**src/rtl/wb_commit_queue.sv**
```systemverilog
// Dual-issue in-order writeback buffer feeding the Register_file write ports.
// Retires up to two entries per cycle. When a commit pair writes the same rd,
// port 1 is suppressed so the younger result is the one that lands.
module wb_commit_queue #(
  parameter int unsigned DEPTH = 8,
  parameter int unsigned PTR_W = 3
) (
  input  logic        clk,
  input  logic        rst_n,
  input  logic        flush,
  input  logic        hold,
  input  logic        in_valid_a,
  input  logic [4:0]  in_rd_a,
  input  logic [31:0] in_data_a,
  input  logic [3:0]  in_we_a,
  input  logic        in_valid_b,
  input  logic [4:0]  in_rd_b,
  input  logic [31:0] in_data_b,
  input  logic [3:0]  in_we_b,
  output logic        in_ready,
  output logic [4:0]  rd1,
  output logic [31:0] wb_data1,
  output logic [3:0]  wb_we1,
  output logic [4:0]  rd2,
  output logic [31:0] wb_data2,
  output logic [3:0]  wb_we2,
  output logic [PTR_W:0] count,
  output logic        empty,
  output logic        overflow
);

  localparam int unsigned CNT_W  = PTR_W + 1;
  localparam logic [3:0]  WE_REG = 4'd2;

  logic [4:0]  rd_q   [DEPTH];
  logic [31:0] data_q [DEPTH];
  logic [3:0]  we_q   [DEPTH];

  logic [PTR_W-1:0] head, tail, head_p1, tail_p1;
  logic [1:0]       push_cnt, pop_cnt;
  logic             drop;
  logic             collide;
  logic [CNT_W-1:0] count_next;

  assign head_p1 = head + PTR_W'(1);
  assign tail_p1 = tail + PTR_W'(1);

  // Push/pop amounts, drop detection and same-rd pair detection
  always_comb begin
    push_cnt   = 2'd0;
    pop_cnt    = 2'd0;
    drop       = 1'b0;
    collide    = 1'b0;
    count_next = count;
    if (!flush) begin
      if (in_ready) begin
        push_cnt = 2'(in_valid_a) + 2'(in_valid_b);
      end else begin
        drop = in_valid_a | in_valid_b;
      end
      if (!hold) begin
        pop_cnt = (count >= CNT_W'(2)) ? 2'd2 : 2'(count);
      end
    end
    collide = (pop_cnt == 2'd2) && (we_q[head] == WE_REG) &&
              (we_q[head_p1] == WE_REG) && (rd_q[head] == rd_q[head_p1]);
    count_next = count + CNT_W'(push_cnt) - CNT_W'(pop_cnt);
  end

  // Entry storage; a lone valid input always goes to tail
  always_ff @(posedge clk) begin
    if (push_cnt != 2'd0) begin
      rd_q[tail]   <= in_valid_a ? in_rd_a   : in_rd_b;
      data_q[tail] <= in_valid_a ? in_data_a : in_data_b;
      we_q[tail]   <= in_valid_a ? in_we_a   : in_we_b;
    end
    if (push_cnt == 2'd2) begin
      rd_q[tail_p1]   <= in_rd_b;
      data_q[tail_p1] <= in_data_b;
      we_q[tail_p1]   <= in_we_b;
    end
  end

  // Pointers, occupancy flags and registered write-port outputs
  always_ff @(posedge clk) begin
    if (!rst_n) begin
      head     <= '0;
      tail     <= '0;
      count    <= '0;
      in_ready <= 1'b1;
      empty    <= 1'b1;
      overflow <= 1'b0;
      rd1      <= '0;
      wb_data1 <= '0;
      wb_we1   <= 4'd0;
      rd2      <= '0;
      wb_data2 <= '0;
      wb_we2   <= 4'd0;
    end else if (flush) begin
      head     <= '0;
      tail     <= '0;
      count    <= '0;
      in_ready <= 1'b1;
      empty    <= 1'b1;
      wb_we1   <= 4'd0;
      wb_we2   <= 4'd0;
    end else begin
      head     <= head + PTR_W'(pop_cnt);
      tail     <= tail + PTR_W'(push_cnt);
      count    <= count_next;
      in_ready <= (count_next <= CNT_W'(DEPTH - 2));
      empty    <= (count_next == '0);
      if (drop) begin
        overflow <= 1'b1;
      end
      if (pop_cnt != 2'd0) begin
        rd1      <= rd_q[head];
        wb_data1 <= data_q[head];
        wb_we1   <= collide ? 4'd0 : we_q[head];
      end else begin
        wb_we1   <= 4'd0;
      end
      if (pop_cnt == 2'd2) begin
        rd2      <= rd_q[head_p1];
        wb_data2 <= data_q[head_p1];
        wb_we2   <= we_q[head_p1];
      end else begin
        wb_we2   <= 4'd0;
      end
    end
  end

endmodule

```
**config.mk**
```make
export PLATFORM = sky130hd
export DESIGN_NAME = wb_commit_queue
export DESIGN_NICKNAME = d
export VERILOG_FILES = /design/src/rtl/wb_commit_queue.sv
export SDC_FILE = /design/constraint.sdc
export NUM_CORES = 1
export LEC_CHECK = 0
export ABC_AREA = 1
export BUFFER_PORTS_ARGS = -buffer_cell sky130_fd_sc_hd__clkbuf_2
export CORE_ASPECT_RATIO = 1.5
export CORE_MARGIN = 1
export CORE_UTILIZATION = 45
export DETAILED_ROUTE_END_ITERATION = 8
export HOLD_SLACK_MARGIN = 0.02
export MAX_ROUTING_LAYER = met4
export PLACE_DENSITY = 0.64
export SYNTH_ARGS = -nofsm -noshare
export SYNTH_HDL_FRONTEND = slang
export SYNTH_SLANG_ARGS = --single-unit
```
**constraint.sdc**
```tcl
create_clock -name clk -period 5.81 [get_ports clk]
set_input_delay 1.162 -clock clk [delete_from_list [all_inputs] [get_ports clk]]
set_output_delay 1.162 -clock clk [all_outputs]
set_load 0.02 [all_outputs]
```
# Word-level counts from Yosys, hierarchy flattened

Memory sizes are Yosys's and may differ from the RTL's. A register that Yosys moved wholly into a read port is not among the register bits.
Index checks and enable logic that the tools add are counted.

Register bits after elaboration: 31
Latch bits: 0
Memory bits (writable): 328
ROM bits: 0
Output and inout port bits: 89
Word-level logic and storage cells: 62
Memories kept: 3

Memories:

| memory | words | width | read ports | clocked after memory_dff | write ports | line | text |
|---|---|---|---|---|---|---|---|
| data_q | 8     | 32    | 2          | 2                        | 2           | 36   | `logic [31:0] data_q [DEPTH];` |
| rd_q   | 8     | 5     | 2          | 1                        | 2           | 35   | `logic [4:0] rd_q [DEPTH];` |
| we_q   | 8     | 4     | 2          | 1                        | 2           | 37   | `logic [3:0] we_q [DEPTH];` |

Add/subtract/negate cells: 7
Multiply operators: 0
Divide/modulo/power cells: 0
Order comparisons: 2
Equality and inequality tests: 5
Shift-type cells: 0
Mux-type cells: 16
Bitwise logic cells: 5
Reduce and logical (&&, ||, !) cells: 14

Operator list:

| operator                                                          | count |
|---|---|
| two-way mux 32 bit                                                | 1 |
| two-way mux 2 bit                                                 | 5 |
| equality test 4 x 2 -> 1 bit, second input constant               | 2 |
| adder 3 x 1 -> 3 bit, second input constant                       | 2 |
| adder 3 x 2 -> 3 bit                                              | 2 |
| two-way mux 1 bit                                                 | 6 |
| two-way mux 3 bit                                                 | 2 |
| AND reduction 2 bit                                               | 3 |
| equality test 5 bit                                               | 1 |
| two-way mux 5 bit                                                 | 1 |
| adder 4 x 2 -> 4 bit                                              | 1 |
| equality test 2 bit, second input constant                        | 2 |
| greater-or-equal comparator 4 x 2 -> 1 bit, second input constant | 1 |
| <= comparator 4 x 3 -> 1 bit, second input constant               | 1 |
| zero test 4 bit                                                   | 1 |
| two-way mux 4 bit                                                 | 1 |
| inverter 1 bit                                                    | 4 |
| nonzero test 2 bit                                                | 2 |
| OR reduction 4 bit                                                | 1 |
| subtractor 4 x 2 -> 4 bit                                         | 1 |
| logical AND 1 bit                                                 | 3 |
| OR reduction 3 bit                                                | 1 |
| adder 1 x 1 -> 2 bit                                              | 1 |
| zero test 1 bit                                                   | 2 |
| 2 further kinds                                                   | 2 |

# Depth between registers and ports, before layout

Word-level depth: 9
Mapped depth: 16
Depth with buffers taken out: 14

# Worst setup path after synthesis

No wires, ideal clock.

Path type: input -> register
Start: in in_valid_a
End: mem data_q[1][0], enable pin
Arrival: 4579 ps
Required time: 5356 ps
Slack: 777 ps
Stages: 9
Path buffers: 2
Path through: buf_2 -> buf_1 -> inv_1 -> ha_1 -> nor2_1 -> inv_1 -> nor2_1 -> inv_2 -> o22ai_1

RTL lines:

| item               | line | text |
|---|---|---|
| start: declaration | 12   | `input logic in_valid_a,` |
| end: declaration   | 36   |  |

# Final worst setup path

Start: reg head[0]
End: reg wb_data2[24], read port of data_q

Longest elaborated chain between the ends: 1

Ends and longest elaborated chain:

| item                     | line | text |
|---|---|---|
| start: declaration       | 39   | `logic [PTR_W-1:0] head, tail, head_p1, tail_p1;` |
| start signal: assignment | 108  | `head <= head + PTR_W'(pop_cnt);` |
| adder 3 x 1 -> 3 bit     | 45   | `assign head_p1 = head + PTR_W'(1);` |
| end: declaration         | 25   | `output logic [31:0] wb_data2,` |

Every way passes these cells.
A chain may end at the register's enable or synchronous reset.

==> metrics <==
EDFF count, synth 328; Synth Net Count 2951; Crit. Startpoint head[0]$_SDFF_PP0_; # nets final 2947; area delta synth->final 10.4%; crit path kind flip-flop to flip-flop; ys flop type edfxtp_1; Resized Gates After CTS 0; clk_lat worst skew 570 ps; I/O pins 177; max-cap violation count 0; Residual DRC 0; CTS root buffer clkbuf_16; Max Freq 265 MHz; post-layout min period 3770 ps; Hold Path Class flip-flop to flip-flop; Int Pwr 5.38 mW; Leak 9.63 nW; fin cells 3551; hold_buf cts 0; Crit path required time 6220 ps; Worst Reg2Reg Path Length in Cells 8; number of synthesized register bits 423; Cells after Synth 2848; fin crit share 0.650; Clock Skew 12.6 ps; WL/cell 21.0 µm; power per cell area 283 mW/mm²; Max H-tree Level 2; CTS tree built; Clock Tree Buf Depth 3; Net Sw Frac 0.260; worst slew pin tran 1220 ps; Syn Std Cell Area 0.0233 mm²; Setup Viol. Count Final 0; GRT overflow 0; ratio of cells with drive above 1 in the final layout 0.109; total track usage 0.286; largest net degree at the start of global routing 261; Fin Setup TNS 0 ps; crit path capture wb_data2[24]$_SDFFE_PN0P_; DR iter-0 viols 2092; setup repair after global routing missed its margin no; initial antenna violation count 2; global-route wire length before repair 112000 µm; Post-synth ARST share 0; placed instance count 3467; Placeable Area 0.0509 mm²; worst r2r src head[0]$_SDFF_PP0_; crit-path max FO 118; Reg power frac 0.477; Avg Inst Size Synth 8.18 µm²; Critical R2R Capture wb_data2[24]$_SDFFE_PN0P_; Fin. Hold Viols 0; Chip Width 188 µm; relative slew slack 0.184; WP data arrival 4180 ps; status complete, no violations; yosys warns 0; Peak VDD IR 0.000200 V; Clock power frac 0.409; TritonCTS Buffers 44; final slew viol count 0; Comb power frac 0.114; Critical Path Source Type flip-flop; Final GP Congestion 0.804; Sink Count 423; Seq/Total Area, Yosys 0.504; Die Y 281 µm; Initial Util 0.458; die area 0.0527 mm²; via/cell ratio 5.86; Hold Slack 469 ps; commonest non-fill, non-tap cell in the layout o21ai_0; via count 20800; clk slew on worst S/H paths 70 ps; PortBufs 176; most frequent cells in the layout 673 x o21ai_0, 590 x nand2_1, 328 x edfxtp_1; switching pwr 1.89 mW; r2r setup slk 2040 ps; ANT nets after route 0; WL final 74400 µm; Netlist cell types 33; vias in the first global route 19600; DP Wirelength 40500 µm; setup repair bufs after CTS 0; Util after Layout 0.505; CP endpoint kind flip-flop; first drt pass iteration count 6; row count 101
Yosys cell counts, drive strengths merged, types with 22 or more instances:
library cell / count / area (µm²)
dfxtp: 95 / 1900
a21oi: 176 / 881
nor2: 190 / 773
o22ai: 65 / 407
nand3: 127 / 636
mux2i: 41 / 410
clkbuf: 134 / 503
edfxtp: 328 / 9850
o211ai: 22 / 165
buf: 126 / 736
inv: 200 / 751
nand2: 590 / 2210
o21ai: 696 / 3480
state kept, by name (all words and copies together) (netlist names):
| name | count |
|---|---|
| data_q | 256 |
| rd_q | 40 |
| wb_data1 | 32 |
| wb_data2 | 32 |
| we_q | 32 |
| rd1 | 5 |
| rd2 | 5 |
| count | 4 |
| wb_we1 | 4 |
| wb_we2 | 4 |
| head | 3 |
| tail | 3 |
| empty | 1 |
| in_ready | 1 |
| overflow | 1 |
worst min path at each step:
stage | cells after the start | to | startpoint | slack, ps
3_3_place_gp | 2 | overflow$_SDFFE_PN0P_ | overflow$_SDFFE_PN0P_ | 450
4_1_cts | 2 | overflow$_SDFFE_PN0P_ | overflow$_SDFFE_PN0P_ | 470
5_1_grt | 2 | overflow$_SDFFE_PN0P_ | overflow$_SDFFE_PN0P_ | 500
2_1_floorplan | 2 | overflow$_SDFFE_PN0P_ | overflow$_SDFFE_PN0P_ | 550
3_5_place_dp | 2 | overflow$_SDFFE_PN0P_ | overflow$_SDFFE_PN0P_ | 460
6_report | 2 | overflow$_SDFFE_PN0P_ | overflow$_SDFFE_PN0P_ | 470
logic make-up after synthesis:
logic type      synth area share
compound gates             0.225
simple gates               0.156
buf+inv                   0.0854
flops                      0.504
mux                       0.0176
fa+ha+maj                0.00934
xor+xnor                 0.00220
area by class of cell:
class                           count  area (µm²)
Timing Repair Buffer              210        1170
Fill cell                        4771       25200
Clock buffer                       54        1180
Sequential cell                   423       11800
Clock inverter                     28         317
Multi-Input combinational cell   1965        9690
Inverter                          200         761
Antenna cell                        2        5.00
Tap cell                          669         837
metrics by stage:
stage / area (µm²) / worst slack (ps) / power [mW]
3_5_place_dp: 24200 / 1780 / 4.36
4_1_cts: 25700 / 2120 / 7.30
2_1_floorplan: 23300 / 777 / 4.06
3_3_place_gp: 24200 / 1780 / 4.34
6_report: 25700 / 2040 / 7.28
5_1_grt: 25700 / 1780 / 7.50
worst max-delay path, stage by stage (launching register included):
cell     delay [ps]
dfxtp_4        1090
ha_4            520
inv_2           690
buf_4           610
a21oi_1         100
o21ai_0         120
o21ai_0         120
o21ai_0         210
a21oi_1         100
power by group through the flow:
stage	Clock (mW)	Sequential, mW	Combinational, mW
2_1_floorplan	0	3.59	0.469
3_3_place_gp	0	3.53	0.805
3_5_place_dp	0	3.53	0.828
4_1_cts	3.00	3.47	0.831
5_1_grt	3.10	3.48	0.919
6_report	2.97	3.47	0.833
routing by layer:
layer / track usage / wire [µm] / part of all wire / vias up
li1: - / - / - / 9809
met5: - / 0 / 0 / -
met1: 0.349 / 28400 / 0.38 / 9655
met3: 0.0330 / 7040 / 0.094 / 231
met2: 0.472 / 35900 / 0.48 / 1116
met4: 0.133 / 3140 / 0.042 / 0
Note: power is estimated with default switching activity, not from simulation.
